`src/rtl/vending_fsm_change.sv`:
```
// Parametrised vending controller: per-product prices, bounded credit,
// greedy change return through a hopper handshake, and cancel/refund.
module vending_fsm_change #(
    parameter int                      N_PROD     = 4,
    parameter int                      PRICE_W    = 8,
    parameter logic [N_PROD*PRICE_W-1:0] PRICES   = {8'd10, 8'd7, 8'd5, 8'd3},
    parameter int                      CREDIT_W   = 8,
    parameter int                      MAX_CREDIT = 40,
    localparam int                     SEL_W      = (N_PROD > 1) ? $clog2(N_PROD) : 1
) (
    input  logic                clk,
    input  logic                rst,
    input  logic                coin_valid,
    input  logic [1:0]          coin,
    input  logic                sel_valid,
    input  logic [SEL_W-1:0]    sel,
    input  logic                cancel,
    input  logic                change_ready,
    output logic                product_valid,
    output logic [SEL_W-1:0]    product_id,
    output logic                change_valid,
    output logic [1:0]          change_coin,
    output logic                coin_reject,
    output logic                sel_denied,
    output logic [CREDIT_W-1:0] credit,
    output logic                busy
);
    localparam int SW = CREDIT_W + 1;

    typedef enum logic [1:0] {IDLE, COLLECT, VEND, CHANGE} state_t;

    state_t              state, state_nxt;
    logic [CREDIT_W-1:0] credit_nxt;
    logic [SEL_W-1:0]    pid_nxt;
    logic                rej_nxt, den_nxt;

    logic [2:0]          coin_v;
    logic [SW-1:0]       credit_x, sum_x, price_x;
    logic [PRICE_W-1:0]  sel_price;
    logic                sel_ok;
    logic [2:0]          chg_v;
    logic [1:0]          chg_coin;

    always_comb begin
        case (coin)
            2'b01:   coin_v = 3'd1;
            2'b10:   coin_v = 3'd2;
            2'b11:   coin_v = 3'd5;
            default: coin_v = 3'd0;
        endcase
    end

    // Loop lookup keeps out-of-range indices (non-power-of-two N_PROD) off the table.
    always_comb begin
        sel_price = '0;
        sel_ok    = 1'b0;
        for (int i = 0; i < N_PROD; i++) begin
            if (sel == SEL_W'(i)) begin
                sel_price = PRICES[i*PRICE_W +: PRICE_W];
                sel_ok    = 1'b1;
            end
        end
    end

    assign credit_x = {1'b0, credit};
    assign sum_x    = credit_x + SW'(coin_v);
    assign price_x  = SW'(sel_price);

    always_comb begin
        if (credit >= CREDIT_W'(5)) begin
            chg_v = 3'd5; chg_coin = 2'b11;
        end else if (credit >= CREDIT_W'(2)) begin
            chg_v = 3'd2; chg_coin = 2'b10;
        end else begin
            chg_v = 3'd1; chg_coin = 2'b01;
        end
    end

    always_comb begin
        state_nxt  = state;
        credit_nxt = credit;
        pid_nxt    = product_id;
        rej_nxt    = 1'b0;
        den_nxt    = 1'b0;
        case (state)
            IDLE, COLLECT: begin
                // Any coin that loses priority to cancel/sel is diverted, never silently kept.
                if (cancel && credit != '0) begin
                    state_nxt = CHANGE;
                    rej_nxt   = coin_valid;
                end else if (sel_valid) begin
                    rej_nxt = coin_valid;
                    if (!sel_ok || credit_x < price_x) begin
                        den_nxt = 1'b1;
                    end else begin
                        credit_nxt = CREDIT_W'(credit_x - price_x);
                        pid_nxt    = sel;
                        state_nxt  = VEND;
                    end
                end else if (coin_valid) begin
                    if (coin_v != 3'd0 && sum_x <= SW'(MAX_CREDIT)) begin
                        credit_nxt = CREDIT_W'(sum_x);
                        state_nxt  = COLLECT;
                    end else begin
                        rej_nxt = 1'b1;
                    end
                end
            end
            VEND: begin
                rej_nxt   = coin_valid;
                state_nxt = (credit != '0) ? CHANGE : IDLE;
            end
            CHANGE: begin
                rej_nxt = coin_valid;
                if (change_ready) begin
                    credit_nxt = credit - CREDIT_W'(chg_v);
                    if (credit_nxt == '0) state_nxt = IDLE;
                end
            end
            default: state_nxt = IDLE;
        endcase
    end

    always_ff @(posedge clk) begin
        if (rst) begin
            state       <= IDLE;
            credit      <= '0;
            product_id  <= '0;
            coin_reject <= 1'b0;
            sel_denied  <= 1'b0;
        end else begin
            state       <= state_nxt;
            credit      <= credit_nxt;
            product_id  <= pid_nxt;
            coin_reject <= rej_nxt;
            sel_denied  <= den_nxt;
        end
    end

    // Coin choice depends only on credit, which moves only on a handshake,
    // so it holds steady under backpressure.
    assign product_valid = (state == VEND);
    assign change_valid  = (state == CHANGE);
    assign change_coin   = change_valid ? chg_coin : 2'b00;
    assign busy          = (state == VEND) || (state == CHANGE);
endmodule

```
`config.mk`:
```
export PLATFORM = sky130hd
export DESIGN_NAME = vending_fsm_change
export DESIGN_NICKNAME = d
export VERILOG_FILES = /design/src/rtl/vending_fsm_change.sv
export SDC_FILE = /design/constraint.sdc
export NUM_CORES = 1
export LEC_CHECK = 0
export CORE_MARGIN = 4
export CORE_UTILIZATION = 24
export CTS_CLUSTER_SIZE = 16
export DETAILED_ROUTE_END_ITERATION = 10
export PLACE_DENSITY_LB_ADDON = 0.2
export SYNTH_ARGS = -nofsm -noshare
export SYNTH_HDL_FRONTEND = slang
export SYNTH_SLANG_ARGS = --single-unit
```
`constraint.sdc`:
```
create_clock -name clk -period 8 [get_ports clk]
set_input_delay 1.6 -clock clk [delete_from_list [all_inputs] [get_ports clk]]
set_output_delay 1.6 -clock clk [all_outputs]
set_load 0.02 [all_outputs]
```
==> summary.md <==
| Metric | Value |
|---|---|
| Outcome | `finished, final reports clean` |
| Main combinational cell family by area after synthesis | `compound AO/OA/AOI/OAI gates` |
| Ys async rst share | `0%` |
| Most frequent cells in the layout | `26 x clkdlybuf4s50_1, 20 x nor2_1, 16 x nand2_1` |
| PD cells | `489 nW/um2` |
| Congestion Overflow GR | `0` |
| Commonest non-fill, non-tap cell in the layout | `clkdlybuf4s50_1` |
| Final core utilization | `30.6%` |
| Root buf cell | `clkbuf_8` |
| Setup Fix Bufs, Post-CTS | `0` |
| DP Wirelength | `3830 um` |
| Post-DRT Antenna Nets | `0` |
| Clock sink total | `14` |
| CTS buffer count | `3` |
| Wire per inst | `16.3 um` |
| Ys Warns | `0` |
| Setup CP Type | `input port to flop` |
| Mapped Cells | `209` |
| Slew @ Worst Pin | `0.787 ns` |
| Area occupied by multi-input gates | `1200 um2` |
| Final hold violations | `0` |
| Filler cells | `694` |
| Core Area | `6390 um2` |
| CTS tree | `yes` |
| Worst-Skew Late Latency | `0.25 ns` |
| Number of synthesized flops with an enable pin | `0` |
| Layout cells sized above 1 | `6.14%` |
| Vias per cell | `5.40` |
| Fin nets | `255` |
| Pin count of the biggest net entering global routing | `19` |
| Clock transition at path regs | `0.07 ns` |
| Via count of the routed design | `1646` |
| Remaining DRCs | `0` |
| Max Cap Viol | `0` |
| H-tree levels | `1` |
| GP Congestion | `0.822` |
| Top cell type's share of synthesized area | `17.7%` |
| CP Launch Type | `input port` |
| WL final | `4990 um` |
| Synth top area cells | `dfxtp_1 18%, ha_1 10%, nor2_1 4.7%` |
| Max Fclk | `0.215 GHz` |
| Num rows | `29` |
| IO buf count | `26` |
| Pre-CTS setup slack | `3.11 ns` |
| DR iter-0 viols | `76` |
| Synth Area in Compound Gates | `26.5%` |
| Cell Count, Final, Fillers Out | `305` |
| Placed insts | `301` |
| CP Capture Type | `flop` |
| Sequential element share of the synthesized area | `17.7%` |
| Yosys top cell by area | `dfxtp_1` |
| PostCTS Resize Cnt | `0` |
| Multiplexer area fraction after synthesis | `6.00%` |
| GRT Util Overall | `13.4%` |
| Area Growth Syn to Fin | `23.4%` |
| Post-Syn Area | `1580 um2` |
| Max-slew violations | `0` |
| Seq. cell area | `280 um2` |
| RSZ-0062 raised after global routing | `no` |
| Number of distinct library cells after synthesis | `48` |
| Die ar. | `7960 um2` |
| Total leakage power | `0.789 nW` |
| Skew final | `0.00249 ns` |
| Clk buf depth | `2` |
| Hold-fix buffers, CTS | `0` |
| Post-Synthesis Net Count | `235` |
| Slew headroom | `47.2%` |
| I/O pin count | `27` |
| Die span in y | `89.2 um` |
| Crit path arrival time | `4.80 ns` |
| Setup ws final | `3.34 ns` |
| Period utilisation layout | `58.3%` |
| Final setup vio count | `0` |
| Min Tclk post-route | `4.66 ns` |
| Antenna cells | `0` |
| Vias in the first global route | `1616` |
| First-pass GRT wire length | `8370 um` |
| Crit path max fanout | `5` |
| XOR/XNOR share of the synthesized area | `3.32%` |
| Worst Path Required | `8.14 ns` |
| Top FF cell, synth | `dfxtp_1` |
| Starting Density | `24.8%` |
| Initial antenna violation count | `0` |
| Hold Crit Class | `flop to flop` |
| Syn avg cell area | `7.58 um2` |
| Max VDD drop | `0.195 mV` |
| Post-Synth Adder-Cell Area | `14.1%` |
| Total Neg Setup Slack | `0 ns` |
| Die width | `89.2 um` |
| 1st-pass router iterations | `4` |
| Synthesized flop and latch total | `14` |
| Simple-Gate Fraction of Synth Area | `26.1%` |
## cell type report
cell class | count | share of cell area, %
Tap cell | 77 | 4.93
Sequential cell | 14 | 14.3
Timing Repair Buffer | 26 | 13.3
Clock buffer | 4 | 2.82
Inverter | 16 | 3.07
Multi-Input combinational cell | 168 | 61.5
## path summary, 6_finish.rpt
path                              startpoint                    endpoint  slack (ns)  cells past startpoint
setup / recovery                     coin[0]      credit[3]$_SDFFE_PP0P_        3.34                     10
hold / removal    product_id[0]$_SDFFE_PP0P_  product_id[0]$_SDFFE_PP0P_        0.50                      2
setup reg to reg      credit[4]$_SDFFE_PP0P_      credit[4]$_SDFFE_PP0P_        4.25                     11
hold reg to reg   product_id[0]$_SDFFE_PP0P_  product_id[0]$_SDFFE_PP0P_        0.50                      2
## metrics by stage
stage / cell area [um2] / hold slack (ns) / total power, mW
6_report: 1950 / 0.504 / 0.957
3_3_place_gp: 1900 / 0.488 / 0.883
2_1_floorplan: 1580 / 0.468 / 0.668
5_1_grt: 1950 / 0.531 / 1.04
4_1_cts: 1950 / 0.506 / 0.955
3_5_place_dp: 1900 / 0.491 / 0.876
## registers in the layout, indices dropped and copies added (netlist names)
name         count
credit           8
state            2
coin_reject      1
sel_denied       1
product_id       2
## cell families (layout without fill, tap and decap cells)
group	after synthesis	in the layout
xor+xnor	6	6
mux	9	9
fa+ha+maj	16	16
compound gates	58	58
simple gates	79	79
buf+inv	27	46
flops	14	14
## synth_stat cells, types with 2 or more instances
| library cell | number |
|---|---|
| or3_1 | 3 |
| dfxtp_1 | 14 |
| nor2b_1 | 3 |
| nand2b_1 | 3 |
| mux2_2 | 4 |
| fa_1 | 3 |
| nor3b_1 | 2 |
| nand4_1 | 5 |
| ha_1 | 13 |
| nand3_1 | 8 |
| a31oi_1 | 5 |
| o31ai_1 | 3 |
| o211ai_1 | 3 |
| o31a_1 | 2 |
| a211oi_1 | 7 |
| nor4_1 | 6 |
| and3_1 | 5 |
| a21o_1 | 3 |
| o32ai_1 | 2 |
| nor2_1 | 20 |
| xnor2_1 | 5 |
| o21ai_0 | 8 |
| inv_1 | 15 |
| mux2i_1 | 5 |
| nand2_1 | 16 |
| o2111ai_1 | 3 |
| a21oi_1 | 12 |
| clkbuf_1 | 11 |
## power by group
part	internal [mW]	switching [mW]	leakage, nW
Sequential	0.0988	0.0812	0.115
Clock	0.0437	0.0298	0.0288
Combinational	0.306	0.397	0.645
Total	0.448	0.508	0.789
## per-layer routing
layer / vias to the layer above / part of all wire (%) / GRT usage [%]
li1: 821 / - / -
met1: 782 / 48 / 18.3
met2: 32 / 47 / 22.1
met3: 11 / 3.0 / 1.94
met4: 0 / 1.7 / 3.25
met5: - / 0 / 0
## critical path, cell delays in order
cell and delay (ns):
clkdlybuf4s50_1 0.51, ha_1 0.19, inv_1 0.06, fa_1 0.41
xnor2_1 0.23, or3b_2 0.17, or4b_2 0.66, nand3_1 0.12
a2bb2oi_1 0.46, mux2_2 0.39
Note: power is estimated with default switching activity, not from simulation.
